**config.mk**
```make
export PLATFORM = sky130hd
export DESIGN_NAME = decode_issue
export DESIGN_NICKNAME = d
export VERILOG_FILES = /design/src/rtl/decode_issue.sv
export SDC_FILE = /design/constraint.sdc
export NUM_CORES = 2
export LEC_CHECK = 0
export CAP_MARGIN = 20
export CORE_MARGIN = 2
export CORE_UTILIZATION = 35
export CTS_CLUSTER_DIAMETER = 120
export DETAILED_ROUTE_END_ITERATION = 10
export SETUP_SLACK_MARGIN = 0.3
export SYNTH_ARGS = -nofsm -noshare
export SYNTH_HDL_FRONTEND = slang
export SYNTH_SLANG_ARGS = --single-unit
```
**constraint.sdc**
```tcl
create_clock -name clk -period 3.1 [get_ports clk]
set_input_delay 0.93 -clock clk [delete_from_list [all_inputs] [get_ports clk]]
set_output_delay 0.93 -clock clk [all_outputs]
set_load 0.1 [all_outputs]
```
**src/rtl/decode_issue.sv**
```systemverilog
// ============================================================================
// decode_issue : integer-pipe front end (decode, regfile read, hazards, trap)
// Revision     : 1.0  initial release
// ============================================================================
`default_nettype none
`ifndef XLEN
`define XLEN 32
`endif
`ifndef ALEN
`define ALEN 32
`endif

module decode_issue (
  input  logic              clk,
  input  logic              rst,
  input  logic              fetch_valid,
  output logic              fetch_ready,
  input  logic [31:0]       fetch_instruction,
  input  logic [`ALEN-1:0]  fetch_instruction_addr,
  output logic [`ALEN-1:0]  decode_instruction_addr,
  output logic [4:0]        opcode,
  output logic [4:0]        rd,
  output logic [2:0]        funct3,
  output logic [4:0]        rs1,
  output logic [4:0]        rs2,
  output logic [`XLEN-1:0]  rs1_data,
  output logic [`XLEN-1:0]  rs2_data,
  output logic [6:0]        funct7,
  output logic [11:0]       i_imm,
  output logic [19:0]       u_imm,
  output logic              input_valid,
  output logic              input_is_int,
  input  logic              exec_int_output_valid,
  input  logic              exec_int_exception,
  input  logic [`XLEN-1:0]  exec_int_result,
  output logic              trap_valid,
  output logic [`ALEN-1:0]  trap_addr
);

  typedef enum logic [0:0] {S_RUN = 1'b0, S_TRAPPED = 1'b1} state_t;
  state_t r_state, w_state_next;

  logic [`XLEN-1:0] r_rf [32];

  logic [`ALEN-1:0] r_dec_addr, r_wb_addr, r_trap_addr;
  logic [4:0]       r_opcode, r_rd, r_rs1, r_rs2, r_iss_rd, r_wb_rd;
  logic [2:0]       r_funct3;
  logic [6:0]       r_funct7;
  logic [11:0]      r_i_imm;
  logic [19:0]      r_u_imm;
  logic [`XLEN-1:0] r_rs1_data, r_rs2_data;
  logic             r_input_valid, r_input_is_int, r_wb_pending, r_kill, r_trap_valid;

  logic [4:0]       w_rs1, w_rs2, w_rd;
  logic             w_stall, w_exec_trap, w_accept, w_illegal, w_issue;
  logic             w_fwd_ok, w_wb_en, w_ready;
  logic [`XLEN-1:0] w_rs1_data, w_rs2_data;

  assign w_rs1 = fetch_instruction[19:15];
  assign w_rs2 = fetch_instruction[24:20];
  assign w_rd  = fetch_instruction[11:7];

  // Only the bundle sitting in decode can be too young to forward from.
  assign w_stall = r_input_valid &&
                   (((w_rs1 != 5'd0) && (w_rs1 == r_iss_rd)) ||
                    ((w_rs2 != 5'd0) && (w_rs2 == r_iss_rd)));

  assign w_exec_trap = (r_state == S_RUN) && exec_int_output_valid &&
                       exec_int_exception && !r_kill;
  assign w_accept    = fetch_valid && w_ready;
  assign w_illegal   = (fetch_instruction[1:0] != 2'b11);
  assign w_issue     = w_accept && !w_illegal;

  assign w_fwd_ok = r_wb_pending && (r_wb_rd != 5'd0) &&
                    exec_int_output_valid && !exec_int_exception;
  assign w_wb_en  = (r_state == S_RUN) && r_wb_pending && exec_int_output_valid &&
                    !exec_int_exception && !r_kill && (r_wb_rd != 5'd0);

  assign w_rs1_data = (w_rs1 == 5'd0) ? '0 :
                      (w_fwd_ok && (w_rs1 == r_wb_rd)) ? exec_int_result : r_rf[w_rs1];
  assign w_rs2_data = (w_rs2 == 5'd0) ? '0 :
                      (w_fwd_ok && (w_rs2 == r_wb_rd)) ? exec_int_result : r_rf[w_rs2];

  always_ff @(posedge clk) begin
    if (rst) r_state <= S_RUN;
    else     r_state <= w_state_next;
  end

  always_comb begin
    w_state_next = r_state;
    w_ready      = 1'b0;
    case (r_state)
      S_RUN: begin
        w_ready = !w_stall && !w_exec_trap;
        if (w_exec_trap || (fetch_valid && w_ready && w_illegal))
          w_state_next = S_TRAPPED;
      end
      default: w_state_next = S_TRAPPED;
    endcase
  end

  always_ff @(posedge clk) begin
    if (rst) begin
      for (int i = 0; i < 32; i++) r_rf[i] <= '0;
    end else if (w_wb_en) begin
      r_rf[r_wb_rd] <= exec_int_result;
    end
  end

  always_ff @(posedge clk) begin
    if (rst) begin
      r_input_valid  <= 1'b0;
      r_input_is_int <= 1'b0;
      r_dec_addr     <= '0;
      r_opcode       <= '0;
      r_rd           <= '0;
      r_funct3       <= '0;
      r_rs1          <= '0;
      r_rs2          <= '0;
      r_funct7       <= '0;
      r_i_imm        <= '0;
      r_u_imm        <= '0;
      r_rs1_data     <= '0;
      r_rs2_data     <= '0;
      r_iss_rd       <= '0;
      r_wb_rd        <= '0;
      r_wb_addr      <= '0;
      r_wb_pending   <= 1'b0;
      r_kill         <= 1'b0;
      r_trap_valid   <= 1'b0;
      r_trap_addr    <= '0;
    end else begin
      r_input_valid <= w_issue;
      if (w_issue) begin
        r_input_is_int <= 1'b1;
        r_dec_addr     <= fetch_instruction_addr;
        r_opcode       <= fetch_instruction[6:2];
        r_rd           <= w_rd;
        r_funct3       <= fetch_instruction[14:12];
        r_rs1          <= w_rs1;
        r_rs2          <= w_rs2;
        r_funct7       <= fetch_instruction[31:25];
        r_i_imm        <= fetch_instruction[31:20];
        r_u_imm        <= fetch_instruction[31:12];
        r_rs1_data     <= w_rs1_data;
        r_rs2_data     <= w_rs2_data;
        r_iss_rd       <= w_rd;
      end
      r_wb_rd      <= r_iss_rd;
      r_wb_addr    <= r_dec_addr;
      r_wb_pending <= r_input_valid;
      // The younger bundle already in decode must not retire after a fault.
      r_kill       <= w_exec_trap && r_input_valid;
      if (w_exec_trap) begin
        r_trap_valid <= 1'b1;
        r_trap_addr  <= r_wb_addr;
      end else if (w_accept && w_illegal) begin
        r_trap_valid <= 1'b1;
        r_trap_addr  <= fetch_instruction_addr;
      end
    end
  end

  assign fetch_ready             = w_ready;
  assign decode_instruction_addr = r_dec_addr;
  assign opcode                  = r_opcode;
  assign rd                      = r_rd;
  assign funct3                  = r_funct3;
  assign rs1                     = r_rs1;
  assign rs2                     = r_rs2;
  assign rs1_data                = r_rs1_data;
  assign rs2_data                = r_rs2_data;
  assign funct7                  = r_funct7;
  assign i_imm                   = r_i_imm;
  assign u_imm                   = r_u_imm;
  assign input_valid             = r_input_valid;
  assign input_is_int            = r_input_is_int;
  assign trap_valid              = r_trap_valid;
  assign trap_addr               = r_trap_addr;

endmodule

`default_nettype wire

```
==> results.yml <==
outcome:
  outcome: "finished, violations left"
  failed_checks: "setup timing"
floorplan:
  core_area_um2: 178000
  num_rows: 155
  die_height_um: 427
  die_x_um: 427
  boundaryPins: 295
  initial_core_util_pct: 35.1
  dieArea_um2: 182000
grt:
  antenna_found_initial: 10
  grt_usage_pct: 24.8
  grt_pass1_vias: 44900
  grt_pass1_wl_mm: 326
  overflow: 0
  grt_max_degree: 116
clock_tree:
  clk_latency_ps: 810
  numCtsBuffers: 140
  cts.sinks: 1225
  cts_max_path_buffers: 3
  cts_hold_buf: 0
  cts-root-buf: "clkbuf_16"
  clk_pin_slew_ps: 60
  ctsHtreeMaxLevel: 4
  cts_tree: "built"
timing:
  timing_hold_violations_final: 0
  fmax_mhz: 299
  finalCritPeriodShare_pct: 108
  slew_headroom_pct: 20.1
  slew_violations: 0
  tightestPinTransition_ps: 1170
  fin_skew_ps: 30.2
  setup_viol: 2
  rsz0062_at_grt: "true"
  min_period_ps: 3350
  setup_ws_ps: -248
synthesis:
  synth-edff-count: 1024
  synth_top_cells_by_area: "edfxtp_1 49%, and2_1 9.7%, mux2i_1 7.5%"
  yosysTopAreaCellShare_pct: 49.2
  syn_inst: 5010
  ys_ff_latch: 1225
  async_reset_ff_share_pct: 0
  syn_area_per_cell_um2: 12.5
  synth.largest_area_cell: "edfxtp_1"
  synth.distinct_cells: 61
  synth_top_flop_cell: "edfxtp_1"
  synth_area_um2: 62500
  yosys_warnings: 0
  synth_seq_area_share_pct: 55.6
routing:
  first_iter_violations: 5379
  routedWlPerCell_um: 29.0
  finalWirelength_mm: 231
  num_vias: 45700
  postRouteAntennaNets: 0
  vias_per_cell: 5.72
  route.detailed.drc: 0
  drt-pass1-iter-count: 6
setup_path:
  crit_type: "input pin to output port"
  cp.arrival_ps: 2420
  critPathLaunchType: "input pin"
  end_kind: "output port"
  crit_required_ps: 2170
  cp_max_fo: 2
place:
  finalWeightedCongestion: 0.889
  detailed_place_hpwl_mm: 156
  placed_area_um2: 72100
  io_buffers: 294
power:
  p_int_w: 0.0302
  combPwrFrac_pct: 13.0
  p_leak_nw: 29.3
  seq_power_share_pct: 45.7
  peakVddDrop_mv: 0.483
  p_sw_w: 0.0108
  clkPwrFrac_pct: 41.4
  power_density_nw_per_um2: 532
  switching_share_pct: 26.3
final_layout:
  finish.utilization_pct: 43.3
  design_area_um2: 77000
  drive_gt1_share_pct: 26.6
  mostFrequentLayoutCell: "edfxtp_1"
  syn_to_final_growth_pct: 23.2
  nNetsFinal: 5613
  layout_common_cells: "1024 x edfxtp_1, 962 x and2_1, 587 x buf_4, 469 x mux2i_1, 269 x mux2_2"
worst_hold_path:
  hp-class: "register to register"
run:
  drv_cap: 0
## power by group through the flow
stage               sequential, W  clock [W]  combinational (W)
detailed placement         0.0190          0            0.00524
global route               0.0188     0.0177            0.00551
CTS                        0.0187     0.0171            0.00527
finish                     0.0187     0.0170            0.00531
global placement           0.0190          0            0.00522
floorplan                  0.0196          0            0.00235
## critical path: stages
cell,delay (ps)
buf_6,90
or4_4,540
o211ai_4,200
a2bb2o_4,250
nand2_4,80
and2_4,150
buf_12,170
## cells in the mapped netlist (all sizes together), types with 4 or more instances
library cell  count
edfxtp         1024
and2            967
mux2i           469
clkbuf          357
mux2            269
dfxtp           201
nand2           198
buf             186
o22ai           132
a21oi           128
a22oi           124
mux4            124
nor2b           112
a211oi          102
nand3           101
a221oi           92
nor2             83
nor3             70
a31oi            64
a221o            61
or2              35
a2111oi          31
nand2b           11
xor2             11
xnor2             9
nand3b            7
nor4              4
## cells by family (layout without fill, tap and decap cells)
family                    count (synthesis)  count (layout)  synth area share (%)
DFF                                    1225            1225                  55.6
xor gates and xnor gates                 20              20                 0.280
buffers and inverters                   546            1132                  3.90
and+or+nand+nor                        1604            1604                  14.7
other                                     1              34               0.00600
AOI/OAI and AO/OA                       752             752                  8.69
muxes                                   862             862                  16.8
## worst paths after layout
check                        startpoint          end  slack, ps  cells after the start
setup / recovery  fetch_instruction[15]  fetch_ready       -250                      7
hold reg to reg               opcode[0]    opcode[0]        460                      2
hold / removal                opcode[0]    opcode[0]        460                      2
setup reg to reg                  rd[1]      r_state         50                     22
## per-layer routing
metal  part of all wire [%]  vias to the layer above  wire (um)  global-route usage [%]
met4                    5.2                        4      12100                    12.0
met5                 0.0091                        -         21                       0
li1                       -                    19700          -                       -
met1                     40                    23100      93200                    32.8
met2                     46                     2485     106000                    39.3
met3                    8.8                      455      20300                    4.30
## sequential cells by signal, indices dropped and copies added, names as in the netlist, 2 cells and up
signal and flops:
r_rf 1024, rs2 4, rd 5, rs2_data 32
funct7 7, opcode 5, u_imm 2, trap_addr 32
r_wb_addr 32, rs1 4, funct3 2, decode_instruction_addr 32
r_wb_rd 5, rs1_data 32
## cell type report
class / instances / area [um^2]
Fill cell: 16200 / 101000
Sequential cell: 1225 / 34800
Multi-Input combinational cell: 3270 / 25700
Timing Repair Buffer: 872 / 8950
Clock buffer: 196 / 3980
Tap cell: 2355 / 2950
Clock inverter: 61 / 657
Inverter: 3 / 11.3
Antenna cell: 2 / 5.00
## per-stage QoR
stage	setup slack, ps	instances	setup TNS [ps]	total power (W)	hold slack (ps)
global route	-282	7984	-388	0.0420	473
global placement	-707	7704	-101480	0.0242	442
CTS	-223	7979	-355	0.0411	460
detailed placement	-709	7704	-90600	0.0243	452
floorplan	-128	5041	-128	0.0219	518
finish	-248	7984	-291	0.0410	456
## repair_timing
action | 4_1_cts | 5_1_grt
gates resized for setup | 40 | 18
endpoints found under the hold margin | 0 | 0
setup buffers | 18 | 3
endpoints found under the setup margin | 12 | 3
pin swaps | 6 | 3
cloned | 0 | 0
Note: power is estimated with default switching activity, not from simulation.
